**config.mk**
```make
export PLATFORM = sky130hd
export DESIGN_NAME = seq_detect_param_flat
export DESIGN_NICKNAME = d
export VERILOG_FILES = /design/src/rtl/seq_detect_param_if.sv /design/src/rtl/seq_detect_param.sv /design/src/flat_wrapper.sv
export SDC_FILE = /design/constraint.sdc
export NUM_CORES = 1
export LEC_CHECK = 0
export ABC_AREA = 1
export BUFFER_PORTS_ARGS = -buffer_cell sky130_fd_sc_hd__buf_2
export CORE_MARGIN = 5
export CORE_UTILIZATION = 40
export DETAILED_ROUTE_END_ITERATION = 8
export PLACE_DENSITY = 0.73
export SLEW_MARGIN = 20
export SYNTH_ARGS = -nofsm -noshare
export SYNTH_HDL_FRONTEND = slang
export SYNTH_SLANG_ARGS = --single-unit
```
**constraint.sdc**
```tcl
create_clock -name clock -period 1.3 [get_ports clock]
set_input_delay 0.065 -clock clock [delete_from_list [all_inputs] [get_ports clock]]
set_output_delay 0.065 -clock clock [all_outputs]
set_load 0.02 [all_outputs]
```
**src/rtl/seq_detect_param_if.sv**
```systemverilog
// Serial detector bus: sample/config inputs toward the detector,
// match pulse and counter back out.
interface seq_detect_param_if #(
  parameter int PATTERN_W = 4,
  parameter int COUNT_W   = 8
);
  logic                 in_valid;
  logic                 in;
  logic                 cfg_load;
  logic [PATTERN_W-1:0] cfg_pattern;
  logic                 cfg_overlap;
  logic                 count_clr;
  logic                 out;
  logic [COUNT_W-1:0]   match_count;

  modport master (
    output in_valid, in, cfg_load,
    output cfg_pattern, cfg_overlap,
    output count_clr,
    input  out, match_count
  );

  modport slave (
    input  in_valid, in, cfg_load,
    input  cfg_pattern, cfg_overlap,
    input  count_clr,
    output out, match_count
  );
endinterface

```
**src/rtl/seq_detect_param.sv**
```systemverilog
// Parametrised serial pattern detector with loadable pattern,
// overlap select and saturating match counter.
module seq_detect_param #(
  parameter int          PATTERN_W     = 4,
  parameter int          COUNT_W       = 8,
  parameter logic [31:0] RESET_PATTERN = 32'b1000
) (
  input logic clock,
  input logic reset,
  seq_detect_param_if.slave bus
);
  localparam int FW = $clog2(PATTERN_W + 1);
  localparam logic [FW-1:0] FULL = FW'(PATTERN_W);
  localparam logic [FW-1:0] NEAR = FW'(PATTERN_W - 1);

  logic [PATTERN_W-1:0] pat_q, pat_d;
  logic                 ovl_q, ovl_d;
  logic [PATTERN_W-2:0] hist_q, hist_d;
  logic [FW-1:0]        fill_q, fill_d;
  logic                 out_q, out_d;
  logic [COUNT_W-1:0]   cnt_q, cnt_d;

  logic [PATTERN_W-1:0] window;
  logic                 accept;
  logic                 match;

  assign window = {hist_q, bus.in};
  assign accept = bus.in_valid & ~bus.cfg_load;
  // fill guards against stale history bits aliasing the pattern
  assign match  = accept & (fill_q >= NEAR)
                & (window == pat_q);

  always_comb begin
    pat_d  = pat_q;
    ovl_d  = ovl_q;
    hist_d = hist_q;
    fill_d = fill_q;
    out_d  = 1'b0;
    if (bus.cfg_load) begin
      pat_d  = bus.cfg_pattern;
      ovl_d  = bus.cfg_overlap;
      hist_d = '0;
      fill_d = '0;
    end else if (bus.in_valid) begin
      hist_d = window[PATTERN_W-2:0];
      if (fill_q != FULL)
        fill_d = fill_q + FW'(1);
      if (match) begin
        out_d = 1'b1;
        if (!ovl_q)
          fill_d = '0;
      end
    end
  end

  always_comb begin
    cnt_d = cnt_q;
    if (bus.count_clr)
      cnt_d = '0;
    else if (match && (cnt_q != {COUNT_W{1'b1}}))
      cnt_d = cnt_q + COUNT_W'(1);
  end

  always_ff @(posedge clock or negedge reset) begin
    if (!reset) begin
      pat_q  <= RESET_PATTERN[PATTERN_W-1:0];
      ovl_q  <= 1'b1;
      hist_q <= '0;
      fill_q <= '0;
      out_q  <= 1'b0;
      cnt_q  <= '0;
    end else begin
      pat_q  <= pat_d;
      ovl_q  <= ovl_d;
      hist_q <= hist_d;
      fill_q <= fill_d;
      out_q  <= out_d;
      cnt_q  <= cnt_d;
    end
  end

  assign bus.out         = out_q;
  assign bus.match_count = cnt_q;
endmodule
```
**src/flat_wrapper.sv**
```systemverilog
// flat-port wrapper written by rule: the top's interface ports become plain ports
module seq_detect_param_flat 
#(
  parameter int          PATTERN_W     = 4,
  parameter int          COUNT_W       = 8,
  parameter logic [31:0] RESET_PATTERN = 32'b1000
)
  (clock, reset, bus_in_valid, bus_in, bus_cfg_load, bus_cfg_pattern, bus_cfg_overlap, bus_count_clr, bus_out, bus_match_count);
  seq_detect_param_if #(.PATTERN_W(PATTERN_W), .COUNT_W(COUNT_W)) bus_i ();
  input logic clock;
  input logic reset;
  input wire logic [$bits(bus_i.in_valid)-1:0] bus_in_valid;
  input wire logic [$bits(bus_i.in)-1:0] bus_in;
  input wire logic [$bits(bus_i.cfg_load)-1:0] bus_cfg_load;
  input wire logic [$bits(bus_i.cfg_pattern)-1:0] bus_cfg_pattern;
  input wire logic [$bits(bus_i.cfg_overlap)-1:0] bus_cfg_overlap;
  input wire logic [$bits(bus_i.count_clr)-1:0] bus_count_clr;
  output wire logic [$bits(bus_i.out)-1:0] bus_out;
  output wire logic [$bits(bus_i.match_count)-1:0] bus_match_count;
  assign bus_i.in_valid = bus_in_valid;
  assign bus_i.in = bus_in;
  assign bus_i.cfg_load = bus_cfg_load;
  assign bus_i.cfg_pattern = bus_cfg_pattern;
  assign bus_i.cfg_overlap = bus_cfg_overlap;
  assign bus_i.count_clr = bus_count_clr;
  assign bus_out = bus_i.out;
  assign bus_match_count = bus_i.match_count;
  seq_detect_param #(.PATTERN_W(PATTERN_W), .COUNT_W(COUNT_W), .RESET_PATTERN(RESET_PATTERN)) u_core (.clock(clock), .reset(reset), .bus(bus_i));
endmodule
```
==> results_dict.tcl, run 1 <==
set metrics [dict create \
    avgSynthCellArea_um2 7.919 \
    design.portCount 20 \
    finalCritPeriodShare_pct 115.8 \
    drive_gt1_share_pct 38.22 \
    crit_fanout 8 \
    globalplace.congestion 0.8839 \
    hold_viol_final 0 \
    drc 0 \
    synth_seq_cells 20 \
    drv_cap 0 \
    syn_nets 164 \
    drv_slew 0 \
    insertion_delay_ns 0.30 \
    outcome "complete, but fails checks" \
    violations "negative setup slack" \
    start_util_pct 42.42 \
    track_usage_pct 13.99 \
    numCtsBuffers 3 \
    ir_drop_v 0.0006328 \
    dp_cells 209 \
    drt-initial-drc-count 45 \
    routed_wl_um 2704 \
    grt_pass1_wl_um 4705 \
    fin_skew_ns 0.005788 \
    n_antenna_cell 0 \
    yosysWarnings 0 \
    seq_area_frac_synth_pct 42.63 \
    synth_top_family_by_area "simple AND/OR/NAND/NOR gates" \
    synth-xor-area-share_pct 2.969 \
    cts_tree "yes" \
    grt_max_degree 21 \
    synth_fa_ha_area_share_pct 4.242 \
    synth.distinct_cells 23 \
    via_per_inst 4.878 \
    htreeDepth 1 \
    grt-ovfl-total 0 \
    rows 19 \
    grt_antenna_before_repair 0 \
    muxShareOfSynthArea_pct 0 \
    clock-sinks 20 \
    path_clk_slew_ns 0.12 \
    dp_hpwl_um 1956 \
    finalSetupViolations 12 \
    first_pass_iters 4 \
    die_w_um 64.31 \
    max_slew.worst_pin.slew_ns 0.5801 \
    vias 1083 \
    path_class "reg -> reg" \
    critPathRequiredTime_ns 1.50 \
    first_global_vias 1135 \
    portBuffers 19 \
    fmax_mhz 664.5 \
    cp.arrival_ns 1.71 \
    die_area_um2 4136 \
    cp-end-kind "register" \
    p_per_area_nw_per_um2 853.0 \
    start_kind "register" \
    fin_ws_ns -0.2048 \
    ctsRootBufferMaster "clkbuf_4" \
    layout_min_cycle_time_ns 1.505 \
    core_um2 2781 \
    p_leak_nw 0.8598 \
    synth_compound_area_share_pct 6.787 \
    yosys.area_share.simple_pct 34.04 \
    routedWlPerCell_um 12.18 \
    final_net_count 207 \
    maxSlewHeadroom_pct 61.29 \
    synthCells 149 \
    rsz0062_at_grt "true" \
    stdcell_count 222 \
    hold-worst-slack_ns 0.008095 \
    ant_nets 0 \
    fp.dieH_um 64.31 \
    cts_buffer_depth 2 \
    hold_path.class "in -> reg" \
    synth_area_um2 1180 \
    area_delta_synth_final_pct 37.12 \
]
[registers in the layout, indices dropped and copies added (netlist names)]
register,count
u_core.fill_q,3
u_core.ovl_q,1
u_core.bus.out,1
u_core.pat_q,4
u_core.hist_q,3
u_core.bus.match_count,8
[metrics by stage]
| step | power, mW | setup slack, ns | utilization (%) | instance area [um2] | setup TNS, ns |
|---|---|---|---|---|---|
| after detailed placement | 0.8447 | -0.1747 | 50.34 | 1400 | -1.540 |
| after global placement | 0.8337 | -0.09969 | 50.34 | 1400 | -0.7774 |
| final | 1.380 | -0.2048 | 58.16 | 1618 | -1.800 |
| after global routing | 1.454 | -0.2777 | 58.16 | 1618 | -2.659 |
| after CTS | 1.382 | -0.1746 | 56.50 | 1572 | -1.530 |
| after floorplan | 0.7793 | -0.04077 | - | 1185 | -0.3299 |
[worst max-delay path: stages, from the launching register on]
cell and delay (ns):
dfrtp_1 0.37, ha_2 0.20, ha_4 0.14, nor2_4 0.04, a21oi_4 0.18, buf_4 0.15
nand4_4 0.14, nand3_1 0.12, nand2_1 0.07
[cells in the final DEF (no fill, tap or decap)]
cell,count
xnor2_1,1
bufinv_16,1
nand3_1,13
ha_2,1
inv_2,6
dfrtp_1,16
dlygate4sd3_1,5
nor2_1,6
nand4_4,1
inv_4,1
nand2_1,38
clkbuf_4,3
buf_2,19
nand3_2,7
o22ai_1,3
ha_1,1
o21ai_1,2
nand3b_1,1
a21oi_1,1
nand4_1,2
nand3_4,1
a21oi_4,1
xor2_1,3
inv_1,20
dfstp_2,2
buf_4,15
dfrtp_2,2
o21ai_0,6
buf_6,1
nor2_8,1
nor2_4,4
nand2_2,5
ha_4,2
[cell usage after synthesis]
library cell   n  share of area (%)
o22ai_1        3                1.6
o21ai_0        8                3.4
nand4_1        2                1.1
nor2_4         3                2.9
nand3_4        1                1.5
nand2_1       39                 12
clkbuf_1       1               0.32
ha_1           4                4.2
nor2_1         7                2.2
nand4_2        1                1.1
xnor2_1        1               0.74
dfstp_2        2                4.5
xor2_1         3                2.2
a21oi_4        1                1.4
nor2_8         1                1.7
inv_1         24                7.6
dfrtp_1       18                 38
nand3_1       20                8.5
inv_2          3               0.95
buf_2          1               0.42
nand2_2        4                2.1
nand3b_1       1               0.64
a21oi_1        1               0.42
[final cells by class]
class	count	area (um2)
clock buffer	3	22.52
clock inverter	1	30.03
fill	257	1164
inverter	27	103.9
multi-input combinational	100	648.1
sequential	20	505.5
tap	31	38.79
timing repair buffer	40	269.0
[cell families (layout without fill, tap and decap cells)]
kind of cell             Yosys count  after routing
AND/OR/NAND/NOR                   79             79
buffers and inverters             29             71
flip-flops                        20             20
AO/OA/AOI/OAI                     13             13
adder cells (fa/ha/maj)            4              4
XOR/XNOR                           4              4
[timing repair]
item | CTS | global route
endpoints found under the hold margin | 22 | 0
cloned | 0 | 0
hold buffers | 5 | 0
endpoints found under the setup margin | 12 | 12
setup buffers | 3 | 3
pin swaps | 2 | 9
resized for setup | 13 | 10
[final timing paths]
path / cells after the start / end / slack [ns] / from
max in group asynchronous: 2 / u_core.ovl_q$_DFFE_PN1P_ / 0.74 / reset
setup reg to reg: 8 / u_core.bus.match_count[2]$_DFFE_PN0P_ / -0.20 / u_core.fill_q[1]$_DFFE_PN0P_
hold reg to reg: 2 / u_core.ovl_q$_DFFE_PN1P_ / 0.52 / u_core.ovl_q$_DFFE_PN1P_
hold / removal: 3 / u_core.pat_q[3]$_DFFE_PN1P_ / 0.008 / bus_cfg_pattern[3]
min in group asynchronous: 2 / u_core.pat_q[2]$_DFFE_PN0P_ / 0.22 / reset
setup / recovery: 8 / u_core.bus.match_count[2]$_DFFE_PN0P_ / -0.20 / u_core.fill_q[1]$_DFFE_PN0P_
[per-layer routing]
metal / global-route usage, % / up-vias / part of all wire, %
met5: 0 / - / 0
met3: 2.802 / 7 / 3.7
met2: 25.12 / 19 / 50
met1: 16.45 / 506 / 44
met4: 4.580 / 0 / 1.9
li1: - / 551 / -
[where the power goes]
| part | switching, mW | internal (mW) | total (mW) |
|---|---|---|---|
| clock network | 0.194 | 0.312 | 0.506 |
| registers | 0.0139 | 0.650 | 0.664 |
| logic | 0.124 | 0.0867 | 0.211 |
Note: power is estimated with default switching activity, not from simulation.
==> run 2, diff against run 1 <==
==> constraint.sdc (replaced) <==
create_clock -name clock -period 1.3 [get_ports clock]
set_input_delay 0.13 -clock clock [delete_from_list [all_inputs] [get_ports clock]]
set_output_delay 0.13 -clock clock [all_outputs]
set_load 0.02 [all_outputs]
==> results_dict.tcl, run 2 (synthesis gave the netlist of run 1 again) <==
set metrics [dict create \
    outcome "complete, but fails checks" \
    violations "negative setup slack" \
    crit_fanout 8 \
    start_kind "register" \
    path_clk_slew_ns 0.12 \
    start_util_pct 42.42 \
    routedWlPerCell_um 12.80 \
    grt-ovfl-total 0 \
    p_per_area_nw_per_um2 822.9 \
    path_cells "ha_2 > ha_4 > nor2_2 > a21oi_4 > buf_4 > nand4_4 > nand3_1 > nand2_1" \
    fillers 264 \
    fmax_mhz 650.8 \
    cp.arrival_ns 1.75 \
    critPathRequiredTime_ns 1.52 \
    slowest_stage "dfrtp_1" \
    cts_tree "yes" \
    largest_reg_flops 8 \
    rows 19 \
    routed_wl_um 2777 \
    seq_area_um2 505.5 \
    globalplace.congestion 0.8885 \
    final_net_count 202 \
    track_usage_pct 14.39 \
    maxSlewHeadroom_pct 68.72 \
    r2r_slack_ns -0.24 \
    vias 1087 \
    die_area_um2 4136 \
    core_um2 2781 \
    max_slew.worst_pin.slew_ns 0.4693 \
    drv_cap 0 \
    path_class "reg -> reg" \
    fin_skew_ns 0.004173 \
    finalSetupViolations 12 \
    insertion_delay_ns 0.32 \
    numCtsBuffers 3 \
    drt-initial-drc-count 50 \
    cp-end-kind "register" \
    grt_pass1_wl_um 4795 \
    htreeDepth 1 \
    finalCritPeriodShare_pct 118.2 \
    drv_slew 0 \
    area_delta_synth_final_pct 26.51 \
    p_leak_nw 0.8258 \
    fp.dieH_um 64.31 \
    hold_path.class "in -> reg" \
    final_cell_mix "39 x nand2_1, 22 x inv_1, 20 x nand3_1" \
    hold_viol_final 0 \
    multi_input_area_um2 593.1 \
    drc 0 \
    drive_gt1_share_pct 32.80 \
    hold-worst-slack_ns 0.02644 \
    design.portCount 20 \
    cts_buffer_depth 2 \
    clock-sinks 20 \
    die_w_um 64.31 \
    post-route-util_pct 53.67 \
    critPathMaxStageDelay_ns 0.38 \
    rsz0062_at_grt "true" \
    ant_nets 0 \
    layout_min_cycle_time_ns 1.537 \
    ir_drop_v 0.0006752 \
    n_antenna_cell 0 \
    dp_hpwl_um 2099 \
    totalNegativeSetupSlack_ns -2.237 \
    grt_max_degree 21 \
    via_per_inst 5.009 \
    fin_ws_ns -0.2366 \
    portBuffers 19 \
    ctsRootBufferMaster "clkbuf_4" \
    first_global_vias 1125 \
    first_pass_iters 6 \
    grt_antenna_before_repair 0 \
    final_common_cell "nand2_1" \
]
## run 2: cell types whose count changed in the layout (fill, tap and decap cells not counted), sizes merged
cell         before  now
buf              35   34
bufinv            1    0
clkbuf            3    4
dlygate4sd3       5    1
## run 2: layer usage
| layer | vias to the layer above | wire length, um | GRT usage (%) |
|---|---|---|---|
| met5 | - | 0 | 0 |
| li1 | 544 | - | - |
| met1 | 515 | 1154 | 16.00 |
| met2 | 23 | 1477 | 26.87 |
| met3 | 5 | 99 | 2.452 |
| met4 | 0 | 46 | 5.344 |
## run 2: critical path: cells and delay by family, from the launching register on
kind                       cells  cell delay [ns]
and+or+nand+nor                4             0.39
DFF                            1             0.38
buffers and inverters          1             0.15
AOI/OAI and AO/OA              1             0.19
adders and majority gates      2             0.32
## run 2: power by group
group          internal [mW]  total (mW)  switching, mW  leakage, nW
Sequential             0.650       0.664         0.0147        0.261
Clock                  0.171       0.383          0.212       0.0210
Combinational         0.0677       0.181          0.113        0.544
## run 2: cell type report
type                            count  share of cell area (%)
Sequential cell                    20                   33.86
Inverter                           27                   6.790
Clock buffer                        4                   2.431
Timing Repair Buffer               35                   14.59
Tap cell                           31                   2.598
Multi-Input combinational cell    100                   39.73
## run 2: final timing paths
| path | end | cells past startpoint | startpoint |
|---|---|---|---|
| setup / recovery | u_core.bus.match_count[2]$_DFFE_PN0P_ | 8 | u_core.fill_q[1]$_DFFE_PN0P_ |
| hold / removal | u_core.pat_q[3]$_DFFE_PN1P_ | 3 | bus_cfg_pattern[3] |
| setup reg to reg | u_core.bus.match_count[2]$_DFFE_PN0P_ | 8 | u_core.fill_q[1]$_DFFE_PN0P_ |
| hold reg to reg | u_core.ovl_q$_DFFE_PN1P_ | 2 | u_core.ovl_q$_DFFE_PN1P_ |
| max in group asynchronous | u_core.ovl_q$_DFFE_PN1P_ | 2 | reset |
| min in group asynchronous | u_core.pat_q[2]$_DFFE_PN0P_ | 2 | reset |
## run 2: repair_timing
action                                  in CTS  in global routing
hold buffers                                 1                  0
pin swaps                                    2                  6
buffers inserted                             1                  2
resized for setup                            5                  3
endpoints found under the setup margin      12                 12
hold endpoints to repair                    18                  0
## run 2: per-stage QoR
step | setup WS, ns | total power [mW] | instances | area [um2]
3_3_place_gp | -0.09934 | 0.8335 | 209 | 1400
4_1_cts | -0.1993 | 1.234 | 215 | 1478
6_report | -0.2366 | 1.228 | 217 | 1493
5_1_grt | -0.3077 | 1.284 | 217 | 1493
2_1_floorplan | -0.04077 | 0.7793 | 149 | 1185
3_5_place_dp | -0.2043 | 0.8450 | 209 | 1400
